## config.mk

```make
export PLATFORM = sky130hd
export DESIGN_NAME = mostrador_atributos
export DESIGN_NICKNAME = d
export VERILOG_FILES = /design/src/rtl/mostrador_atributos.sv
export SDC_FILE = /design/constraint.sdc
export NUM_CORES = 1
export LEC_CHECK = 0
export CORE_UTILIZATION = 50
export CTS_CLUSTER_DIAMETER = 40
export DETAILED_ROUTE_END_ITERATION = 6
export MAX_ROUTING_LAYER = met4
export PLACE_DENSITY = 0.7
export SLEW_MARGIN = 5
export SYNTH_ARGS = -nofsm -noshare
export SYNTH_HDL_FRONTEND = slang
export SYNTH_SLANG_ARGS = --single-unit
```

## constraint.sdc

```tcl
create_clock -name clk -period 3.2 [get_ports clk]
set_clock_uncertainty 0.05 [all_clocks]
set_input_delay 0.32 -clock clk [delete_from_list [all_inputs] [get_ports clk]]
set_output_delay 0.32 -clock clk [all_outputs]
set_load 0.01 [all_outputs]
```

## src/rtl/mostrador_atributos.sv

```systemverilog
// mostrador_atributos
// Shows the pet attributes on a 4-digit multiplexed 7-segment display.
// The display steps through four pages (fome, felicidade, sono, estado).
// On each page it shows a page letter on the leftmost digit and the
// page value in decimal (000-255) on the other three digits.
// While the pet is dead the display shows "dEAd" instead.
//
// Parameters:
//   SCAN_DIV  clk cycles per digit-scan step (>= 2)
//   PAGE_DIV  clk cycles per displayed page   (>= 16)
//
// Ports:
//   clk         in   system clock, rising edge
//   rst         in   asynchronous reset, active-high
//   estado      in   [2:0] pet state code (shown zero-extended)
//   fome        in   [7:0] hunger value
//   felicidade  in   [7:0] happiness value
//   sono        in   [7:0] sleepiness value
//   morreu      in   pet-dead flag, overrides the digits immediately
//   seg         out  [6:0] segments {g,f,e,d,c,b,a}, active-low
//   an          out  [3:0] digit enables, active-low, an[3] leftmost
//   pagina      out  [1:0] current page 0..3
//
// Build option:
//   MOSTRADOR_SUPRESSAO_ZEROS_EN  blank leading zeros on digits 2 and 1
module mostrador_atributos #(
   parameter int SCAN_DIV = 50000,
   parameter int PAGE_DIV = 100000000
) (
   input  logic       clk,
   input  logic       rst,
   input  logic [2:0] estado,
   input  logic [7:0] fome,
   input  logic [7:0] felicidade,
   input  logic [7:0] sono,
   input  logic       morreu,
   output logic [6:0] seg,
   output logic [3:0] an,
   output logic [1:0] pagina
);

   localparam int SW = (SCAN_DIV > 2) ? $clog2(SCAN_DIV) : 1;
   localparam int PW = $clog2(PAGE_DIV);

   localparam logic [SW-1:0] SCAN_LAST = SW'(SCAN_DIV - 1);
   localparam logic [PW-1:0] PAGE_LAST = PW'(PAGE_DIV - 1);

   localparam logic [6:0] SEG_BLANK = 7'b1111111;
   localparam logic [6:0] SEG_F     = 7'b0001110;
   localparam logic [6:0] SEG_C     = 7'b1000110;
   localparam logic [6:0] SEG_S     = 7'b0010010;
   localparam logic [6:0] SEG_E     = 7'b0000110;
   localparam logic [6:0] SEG_LD    = 7'b0100001;
   localparam logic [6:0] SEG_A     = 7'b0001000;

   typedef enum logic [1:0] {
      PG_FOME    = 2'd0,
      PG_FELIC   = 2'd1,
      PG_SONO    = 2'd2,
      PG_ESTADO  = 2'd3
   } page_t;

   // One double-dabble step: add 3 to every BCD nibble >= 5, then shift left.
   // Layout is {hundreds, tens, units, binary[7:0]}.
   function automatic logic [19:0] dd_step(input logic [19:0] w);
      logic [19:0] t;
      t = w;
      for (int i = 0; i < 3; i++) begin
         if (t[8 + 4*i +: 4] >= 4'd5) begin
            t[8 + 4*i +: 4] = t[8 + 4*i +: 4] + 4'd3;
         end else begin
            t[8 + 4*i +: 4] = t[8 + 4*i +: 4];
         end
      end
      return {t[18:0], 1'b0};
   endfunction

   // BCD digit to active-low segment pattern.
   function automatic logic [6:0] seg_digit(input logic [3:0] d);
      logic [6:0] s;
      case (d)
         4'd0:    s = 7'b1000000;
         4'd1:    s = 7'b1111001;
         4'd2:    s = 7'b0100100;
         4'd3:    s = 7'b0110000;
         4'd4:    s = 7'b0011001;
         4'd5:    s = 7'b0010010;
         4'd6:    s = 7'b0000010;
         4'd7:    s = 7'b1111000;
         4'd8:    s = 7'b0000000;
         4'd9:    s = 7'b0010000;
         default: s = 7'b1111111;
      endcase
      return s;
   endfunction

   // Page letter for the leftmost digit.
   function automatic logic [6:0] seg_letter(input page_t p);
      logic [6:0] s;
      case (p)
         PG_FOME:   s = SEG_F;
         PG_FELIC:  s = SEG_C;
         PG_SONO:   s = SEG_S;
         PG_ESTADO: s = SEG_E;
         default:   s = SEG_BLANK;
      endcase
      return s;
   endfunction

   page_t          state_q, state_d;
   page_t          disp_page_q, disp_page_d;
   logic [PW-1:0]  page_cnt_q, page_cnt_d;
   logic [SW-1:0]  scan_cnt_q, scan_cnt_d;
   logic [3:0]     an_q, an_d;
   logic           first_q, first_d;
   logic [7:0]     snap_q, snap_d;
   logic [19:0]    work_q, work_d;
   logic [3:0]     step_q, step_d;
   logic           busy_q, busy_d;
   logic [11:0]    bcd_q, bcd_d;
   logic           entry_s;
   logic [7:0]     page_val_s;
   logic [6:0]     norm_seg_s;
   logic [6:0]     dead_seg_s;
   logic           blank_h_s;
   logic           blank_t_s;

   // State register for the page FSM, converter and scan.
   always_ff @(posedge clk or posedge rst) begin
      if (rst) begin
         state_q     <= PG_FOME;
         disp_page_q <= PG_FOME;
         page_cnt_q  <= '0;
         scan_cnt_q  <= '0;
         an_q        <= 4'b0111;
         first_q     <= 1'b1;
         snap_q      <= 8'd0;
         work_q      <= 20'd0;
         step_q      <= 4'd0;
         busy_q      <= 1'b0;
         bcd_q       <= 12'd0;
      end else begin
         state_q     <= state_d;
         disp_page_q <= disp_page_d;
         page_cnt_q  <= page_cnt_d;
         scan_cnt_q  <= scan_cnt_d;
         an_q        <= an_d;
         first_q     <= first_d;
         snap_q      <= snap_d;
         work_q      <= work_d;
         step_q      <= step_d;
         busy_q      <= busy_d;
         bcd_q       <= bcd_d;
      end
   end

   // Next-state logic: page sequencing, snapshot, conversion and scan.
   always_comb begin
      state_d     = state_q;
      disp_page_d = disp_page_q;
      page_cnt_d  = page_cnt_q;
      scan_cnt_d  = scan_cnt_q;
      an_d        = an_q;
      first_d     = 1'b0;
      snap_d      = snap_q;
      work_d      = work_q;
      step_d      = step_q;
      busy_d      = busy_q;
      bcd_d       = bcd_q;
      entry_s     = 1'b0;
      page_val_s  = 8'd0;

      // The first edge after reset is the entry into FOME; afterwards a page
      // is entered every PAGE_DIV cycles.
      if (first_q) begin
         entry_s    = 1'b1;
         page_cnt_d = '0;
      end else if (page_cnt_q == PAGE_LAST) begin
         entry_s    = 1'b1;
         page_cnt_d = '0;
         case (state_q)
            PG_FOME:   state_d = PG_FELIC;
            PG_FELIC:  state_d = PG_SONO;
            PG_SONO:   state_d = PG_ESTADO;
            PG_ESTADO: state_d = PG_FOME;
            default:   state_d = PG_FOME;
         endcase
      end else begin
         page_cnt_d = page_cnt_q + PW'(1);
      end

      case (state_d)
         PG_FOME:   page_val_s = fome;
         PG_FELIC:  page_val_s = felicidade;
         PG_SONO:   page_val_s = sono;
         PG_ESTADO: page_val_s = {5'd0, estado};
         default:   page_val_s = 8'd0;
      endcase

      // Entry: capture the value. Next 8 cycles: shifts. Ninth: publish.
      if (entry_s) begin
         snap_d = page_val_s;
         step_d = 4'd0;
         busy_d = 1'b1;
      end else if (busy_q) begin
         if (step_q < 4'd8) begin
            work_d = dd_step((step_q == 4'd0) ? {12'd0, snap_q} : work_q);
            step_d = step_q + 4'd1;
         end else begin
            bcd_d       = work_q[19:8];
            disp_page_d = state_q;
            busy_d      = 1'b0;
         end
      end else begin
         busy_d = 1'b0;
      end

      // Rotate the single low enable bit right: 3,2,1,0,3...
      if (scan_cnt_q == SCAN_LAST) begin
         scan_cnt_d = '0;
         an_d       = {an_q[0], an_q[3:1]};
      end else begin
         scan_cnt_d = scan_cnt_q + SW'(1);
      end
   end

`ifdef MOSTRADOR_SUPRESSAO_ZEROS_EN
   assign blank_h_s = (bcd_q[11:8] == 4'd0);
   assign blank_t_s = (bcd_q[11:8] == 4'd0) && (bcd_q[7:4] == 4'd0);
`else
   assign blank_h_s = 1'b0;
   assign blank_t_s = 1'b0;
`endif

   // Segment pattern for the active digit, normal and dead variants.
   always_comb begin
      norm_seg_s = SEG_BLANK;
      dead_seg_s = SEG_BLANK;
      case (an_q)
         4'b0111: begin
            norm_seg_s = seg_letter(disp_page_q);
            dead_seg_s = SEG_LD;
         end
         4'b1011: begin
            norm_seg_s = blank_h_s ? SEG_BLANK : seg_digit(bcd_q[11:8]);
            dead_seg_s = SEG_E;
         end
         4'b1101: begin
            norm_seg_s = blank_t_s ? SEG_BLANK : seg_digit(bcd_q[7:4]);
            dead_seg_s = SEG_A;
         end
         4'b1110: begin
            norm_seg_s = seg_digit(bcd_q[3:0]);
            dead_seg_s = SEG_LD;
         end
         default: begin
            norm_seg_s = SEG_BLANK;
            dead_seg_s = SEG_BLANK;
         end
      endcase
   end

   // morreu acts without a register stage so release is seen the same cycle;
   // the display stays blank until the first edge after reset.
   assign seg    = first_q ? SEG_BLANK : (morreu ? dead_seg_s : norm_seg_s);
   assign an     = an_q;
   assign pagina = state_q;

endmodule

```

# Word-level counts from Yosys, hierarchy flattened
# Memory sizes are Yosys's and may differ from the RTL's.
# Index checks and enable logic that the tools add are counted.
# Widths: inputs -> output; s select.
# op_classes
addsub,6
magnitude_cmp,4
eq_ne,15
muxes,24
bitwise,2
n_reduce_logical,10
# op_table
cell,n
$pmux 7 s4,2
$mux 27,2
$pmux 8 s4,1
$add 27x1->27 const B,1
$eq 27x27->1 const B,1
$pmux 7 s3,1
$mux 20,1
$mux 4,5
$add 16x1->16 const B,1
$eq 16x16->1 const B,1
$mux 16,1
$mux 7,2
$eq 2x2->1 const B,6
$eq 4x4->1 const B,3
$ge 4x3->1 const B,3
$add 4x2->4 const B,2
$pmux 2 s4,1
$eq 2x1->1 const B,3
$logic_not 2->1,3
$reduce_and 3->1,2
$mux 1,5
$add 4x1->4 const B,1
$eq 4x3->1 const B,1
$logic_not 4->1,1
other kinds (8),11
# word_totals
reg_bits,96
mem_bits_ro,336
inputBits,30
out_inout_bits,13
wordCells,75
memories,3
# mem_list
name,words,word_bits,read_ports,rd_ports_with_merged_regs,wr,line_no,rtl
(name not given),16,7,1,0,0,81,case (d)
(name not given),16,7,1,0,0,81,
(name not given),16,7,1,0,0,81,

# Depth between registers and ports, before layout
# Gate-level depths: netlist (run 1).
# logic_depth
ltp_word,6
depth_mapped,12
depth_no_buf,11

# Least setup slack after synthesis (run 1)
# Ideal clock, no wire load.
# synth_path
kind,reg-to-reg
from,reg page_cnt_q[0]
to,reg snap_q[3]
setup_ns,0.134
arrival_ns,2.112
slack_ns,0.904
path_stages_with_launch,10
path_buffers,2
cell_sequence,dfrtp_1 > ha_1 > nand3_1 > or2_0 > buf_6 > or4_4 > buf_6 > mux2i_4 > mux2i_1 > o21ai_1
# synth_between
elab_chain_cells,5
# synth_rtl
element,line_no,rtl
"start, declared",112,"logic [PW-1:0] page_cnt_q, page_cnt_d;"
"start signal, assigned",145,page_cnt_q <= page_cnt_d;
$eq 27x27->1 *,178,end else if (page_cnt_q == PAGE_LAST) begin
$mux 2,178,
$mux 2,175,if (first_q) begin
"$eq 2x2->1, or another cell as far along",192,case (state_d)
$pmux 8 s4,192,
"end signal, assigned",149,snap_q <= snap_d;
"end, declared",116,"logic [7:0] snap_q, snap_d;"
# Mark *: on every way between the ends. The rest lies on a longest branch, timed or not.
# A chain may end at the register's enable or synchronous reset.

# Final worst setup path (run 1)
# layout_path
from,reg bcd_q[0]
to,out seg[1]
# layout_between
elab_chain_cells,4
# layout_rtl
element,line_no,rtl
"start, declared",120,"logic [11:0] bcd_q, bcd_d;"
"start signal, assigned",141,bcd_q <= 12'd0;
"start signal, assigned",153,bcd_q <= bcd_d;
$mem_v2 16x7,n/a,
$pmux 7 s4,239,case (an_q)
$mux 7 (2 in series),265,assign seg = first_q ? SEG_BLANK : (morreu ? dead_seg_s : norm_seg_s);
"end, declared",37,"output logic [6:0] seg,"
# No other way between the ends.

==> results_dict.tcl, run 1 <==
set metrics [dict create \
    dr_total_vias 4334 \
    synthesis.area_um2 5580 \
    track_usage 0.209 \
    pin_count 43 \
    rr_worst_depth 7 \
    grt_overflow 0 \
    fmax_mhz 338 \
    netlist_instances 598 \
    fin_crit_ps 2960 \
    power_mw 2.45 \
    power.share.switching 0.242 \
    p_int_mw 1.86 \
    synth_common_cells "dfrtp_1, nor2_1, nand2_1, a21oi_1, xor2_1" \
    yosysWarnings 0 \
    vdd_drop_max_mv 0.254 \
    grt_max_degree 97 \
    h-tree-depth 3 \
    first_iter_violations 285 \
    hold_viol 0 \
    synth-edff-count 0 \
    end_kind "primary output" \
    start_util 0.515 \
    clock_sinks 96 \
    status "complete, no violations" \
    fin_crit_sh 0.924 \
    max_cap_violations 0 \
    clock_latency_ps 370 \
    crit_fanout 5 \
    async_flop_share 1.00 \
    dieArea_um2 11600 \
    dpl.hpwl_mm 7.80 \
    synth_nets 658 \
    antenna_left 0 \
    avgSynthCellArea_um2 9.33 \
    postCtsSetupRepairBufs 0 \
    fp.dieH_um 108 \
    grt_first_pass_wirelength_mm 18.7 \
    clock_power_share 0.362 \
    power_switching_mw 0.592 \
    root_buffer "clkbuf_8" \
    wl_per_cell_um 14.1 \
    synth_seq_cells 96 \
    leakage_nw 2.85 \
    place_area_um2 6120 \
    rows 38 \
    via_per_inst 5.61 \
    setup_viol 0 \
    slew_violations 0 \
    final_area_um2 6350 \
    yosysUniqueCellTypes 57 \
    drc_errors 0 \
    synth_top_flop_cell "dfrtp_1" \
    cp_data_required_time_ps 2830 \
    antenna_found_initial 0 \
    seqPwrFrac 0.535 \
    p_comb_frac 0.103 \
    drive_gt1_frac 0.0932 \
    layout.cells.non_filler 773 \
    synth.most_common_cell "dfrtp_1" \
    clk_path_buf_depth 2 \
    hold_path_class "in -> async" \
    die_w_um 108 \
    final_nets 688 \
    diodes 0 \
    powerDensity_nw_per_um2 386 \
    worst_pin_slew_ps 801 \
    synthToLayoutAreaGrowth_pct 13.8 \
    drtPass1Iterations 4 \
    crit_path_start_kind "flop" \
    cp.arrival_ps 2590 \
    rsz0062_at_grt "false" \
    tns_ps 0 \
    globalplace.congestion 0.855 \
    cts.clk_slew.worst_paths_ps 90 \
    synth_top_area_frac 0.413 \
    cts_tree "yes" \
    routed_wl_mm 10.9 \
    ys_seq_area_frac 0.432 \
    first_global_vias 4199 \
    numCtsBuffers 9 \
    dp_cells 757 \
    yosys.area.top_type "dfrtp_1" \
    slew_headroom 0.465 \
    core-area_um2 10800 \
    portBuffers 42 \
    crit_type "reg -> out" \
    synthTopCellsByArea "dfrtp_1, ha_1, nor2_1" \
]
[cells in the final DEF, fill, tap and decap left out, types with 8 or more instances in the layout]
cell type / count
a21oi_1: 32
and3_1: 14
clkbuf_8: 11
clkdlybuf4s50_1: 42
dfrtp_1: 91
ha_1: 30
inv_1: 20
mux2_2: 24
mux2i_1: 8
nand2_1: 65
nand2b_1: 11
nand3_1: 22
nor2_1: 77
nor2b_1: 8
o21ai_0: 23
o31ai_1: 8
xnor2_1: 17
xor2_1: 32
[registers in the layout (all words and copies together) (netlist names), 2 cells and up]
signal and flops:
work_q 19, bcd_q 12, snap_q 8, page_cnt_q 27, disp_page_q 2, an 4, step_q 4, pagina 2
scan_cnt_q 16
[cell families (layout without fill, tap and decap cells)]
| family | after synthesis | in the layout | share of synthesized area |
|---|---|---|---|
| xor gates and xnor gates | 49 | 49 | 0.0769 |
| other | 1 | 1 | 0.000672 |
| buffers and inverters | 49 | 84 | 0.0361 |
| AOI/OAI and AO/OA | 110 | 110 | 0.122 |
| and+or+nand+nor | 230 | 230 | 0.198 |
| DFF | 96 | 96 | 0.432 |
| adders and majority gates | 30 | 30 | 0.0673 |
| muxes | 33 | 33 | 0.0668 |
[repair_timing]
action | CTS | global route
hold buffers | 0 | 0
setup endpoints to repair | 0 | 2
gates resized for setup | 0 | 1
[path summary, 6_finish.rpt]
path	startpoint	endpoint	slack [ps]
hold reg to reg	page_cnt_q[0]	page_cnt_q[0]	430
hold / removal	rst	scan_cnt_q[9]	300
setup / recovery	bcd_q[0]	seg[1]	240
max in group asynchronous	rst	bcd_q[5]	2350
setup reg to reg	page_cnt_q[0]	bcd_q[1]	570
min in group clk	page_cnt_q[0]	page_cnt_q[0]	430
[area by class of cell]
cell class / instances / area [µm²]
multi-input cells: 453 / 2980
repair buffers: 47 / 470
clock buffers: 11 / 151
flip-flops and latches: 96 / 2410
fillers: 959 / 4490
well taps: 140 / 175
inverters: 21 / 80.1
clock inverters: 5 / 78.8
[power by group through the flow]
stage	Sequential [mW]	Combinational [mW]	Clock, mW
finish	1.31	0.253	0.887
global route	1.32	0.290	0.959
CTS	1.31	0.257	0.911
detailed placement	1.33	0.255	0
global placement	1.33	0.245	0
floorplan	1.32	0.174	0
[critical path: stages, from the launching register on]
cell and delay [ps]:
dfrtp_1 460, inv_1 130, ha_1 340, o21a_1 180, a21oi_1 150, o22ai_1 110
nor4_1 230, o21ai_0 130, clkdlybuf4s50_1 490
[metrics by stage]
stage           util  worst slack (ps)  hold WS, ps
3_5_place_dp   0.564               582          424
2_1_floorplan      -               331          388
4_1_cts        0.585               190          340
3_3_place_gp   0.564               662          406
5_1_grt        0.586              57.9          368
6_report       0.586               244          297
[layer usage]
metal	routed length [µm]	track usage	vias to the layer above
met4	225	0.0930	0
li1	-	-	2125
met3	339	0.0272	18
met1	5340	0.272	2102
met5	0	-	-
met2	5020	0.326	89
Note: power is estimated with default switching activity, not from simulation.
==> run 2: changes to the inputs <==
--- a/config.mk
+++ b/config.mk
@@ -6,10 +6,11 @@
 export NUM_CORES = 1
 export LEC_CHECK = 0
 export CORE_UTILIZATION = 50
+export CTS_BUF_LIST = sky130_fd_sc_hd__clkbuf_8
 export CTS_CLUSTER_DIAMETER = 40
 export DETAILED_ROUTE_END_ITERATION = 6
 export MAX_ROUTING_LAYER = met4
-export PLACE_DENSITY = 0.7
+export PLACE_DENSITY = 0.74
 export SLEW_MARGIN = 5
 export SYNTH_ARGS = -nofsm -noshare
 export SYNTH_HDL_FRONTEND = slang
==> run 2 against run 1 <==
Fmax shrank 1.4%. Global-route usage grew 0.38 points. Critical path type unchanged. Via count grew 0.32%. Largest power group unchanged. Power shrank 5.5%. Largest cell class unchanged. Register-to-register slack gained 30 ps. Combinational power is essentially flat.
==> results_dict.tcl, run 2 (synthesis gave the netlist of run 1 again) <==
set metrics [dict create \
    status "complete, no violations" \
    final_cell_mix "dfrtp_1, nor2_1, nand2_1, clkdlybuf4s50_1" \
    final_common_cell "dfrtp_1" \
    cp_data_required_time_ps 2830 \
    rrSetupSlack_ps 600 \
    fmax_mhz 333 \
    die_w_um 108 \
    cts_resized 0 \
    tns_ps 0 \
    globalplace.congestion 0.889 \
    hold_path_class "in -> async" \
    portBuffers 42 \
    slew_headroom 0.462 \
    crit_slowest_cell "dfrtp_1" \
    max_cap_violations 0 \
    core-area_um2 10800 \
    rsz0062_at_grt "false" \
    worst_pin_slew_ps 806 \
    synthToLayoutAreaGrowth_pct 13.1 \
    hold_viol 0 \
    clock_sinks 96 \
    drc_errors 0 \
    rr_worst_depth 7 \
    diodes 0 \
    cts.clk_slew.worst_paths_ps 90 \
    fin_crit_ps 3000 \
    postCtsSetupRepairBufs 0 \
    critPathMaxStageDelay_ps 500 \
    powerDensity_nw_per_um2 367 \
    numCtsBuffers 9 \
    rows 38 \
    crit_type "reg -> out" \
    leakage_nw 2.83 \
    dpl.hpwl_mm 7.91 \
    root_buffer "clkbuf_8" \
    antenna_left 0 \
    setup_viol 0 \
    dr_total_vias 4348 \
    slew_violations 0 \
    antenna_found_initial 0 \
    dieArea_um2 11600 \
    cts_tree "yes" \
    crit_fanout 9 \
    clock_latency_ps 370 \
    track_usage 0.212 \
    clk_path_buf_depth 2 \
    cts_hold_buf 0 \
    pin_count 43 \
    final_nets 688 \
    crit_path_start_kind "flop" \
    fin_util 0.582 \
    fin_crit_sh 0.937 \
    largest_register "page_cnt_q" \
    grt_overflow 0 \
    largest_reg_flops 27 \
    first_global_vias 4243 \
    routed_wl_mm 10.9 \
    h-tree-depth 3 \
    grt_first_pass_wirelength_mm 19.0 \
    end_kind "primary output" \
    drtPass1Iterations 4 \
    vdd_drop_max_mv 0.214 \
    drive_gt1_frac 0.0900 \
    cp.arrival_ps 2630 \
    via_per_inst 5.62 \
    top_regs "page_cnt_q x27, work_q x19, scan_cnt_q x16" \
    first_iter_violations 187 \
    path_cells "inv_1 -> ha_1 -> mux2_2 -> o21ai_0 -> a21oi_1 -> o41ai_1 -> nand2_1 -> clkdlybuf4s50_1" \
    start_util 0.515 \
    grt_max_degree 64 \
    wl_per_cell_um 14.2 \
    fp.dieH_um 108 \
]
-- run 2: changes by cell type in the layout (fill, tap and decap cells not counted), sizes merged --
cell and delta:
clkinv -3, bufinv -2, clkinvlp +2, inv +2
clkbuf +1
-- run 2: routing by layer --
layer | wire, µm | up-vias | track usage
met5 | 0 | - | -
met4 | 242 | 0 | 0.0900
met3 | 321 | 19 | 0.0272
met2 | 5250 | 88 | 0.342
met1 | 5130 | 2101 | 0.271
li1 | - | 2140 | -
-- run 2: worst paths after layout --
check / endpoint / startpoint
setup / recovery: seg[3] / bcd_q[5]
hold / removal: scan_cnt_q[9] / rst
setup reg to reg: bcd_q[8] / page_cnt_q[0]
hold reg to reg: snap_q[0] / snap_q[0]
max in group asynchronous: an[0] / rst
min in group clk: snap_q[0] / snap_q[0]
-- run 2: where the power goes --
part / switching, mW / internal [mW] / total [mW]
Sequential: 0.0458 / 1.26 / 1.31
Combinational: 0.139 / 0.114 / 0.252
Clock: 0.409 / 0.346 / 0.755
Total: 0.593 / 1.72 / 2.32
-- run 2: stage by stage --
step / power, mW / hold slack, ps / instance area, µm² / instances / worst slack (ps)
floorplan: 1.49 / 388 / 5580 / 598 / 331
global placement: 1.58 / 407 / 6120 / 757 / 658
detailed placement: 1.59 / 422 / 6120 / 757 / 607
CTS: 2.34 / 288 / 6310 / 773 / 212
global route: 2.44 / 340 / 6310 / 773 / 7.96
finish: 2.32 / 269 / 6310 / 773 / 201
-- run 2: layout make-up --
type,count,area (µm²)
fill,912,4530
multi-input combinational,453,2980
sequential,96,2410
timing repair buffer,47,470
tap,140,175
clock buffer,12,165
inverter,21,80.1
clock inverter,4,27.5
-- run 2: critical path, delay by kind of cell, from the launching register on --
kind	cells	cell delay, ps
buffers and inverters	2	640
adder cells (fa/ha/maj)	1	200
AO/OA/AOI/OAI	3	580
flip-flops	1	500
AND/OR/NAND/NOR	1	100
multiplexers	1	250
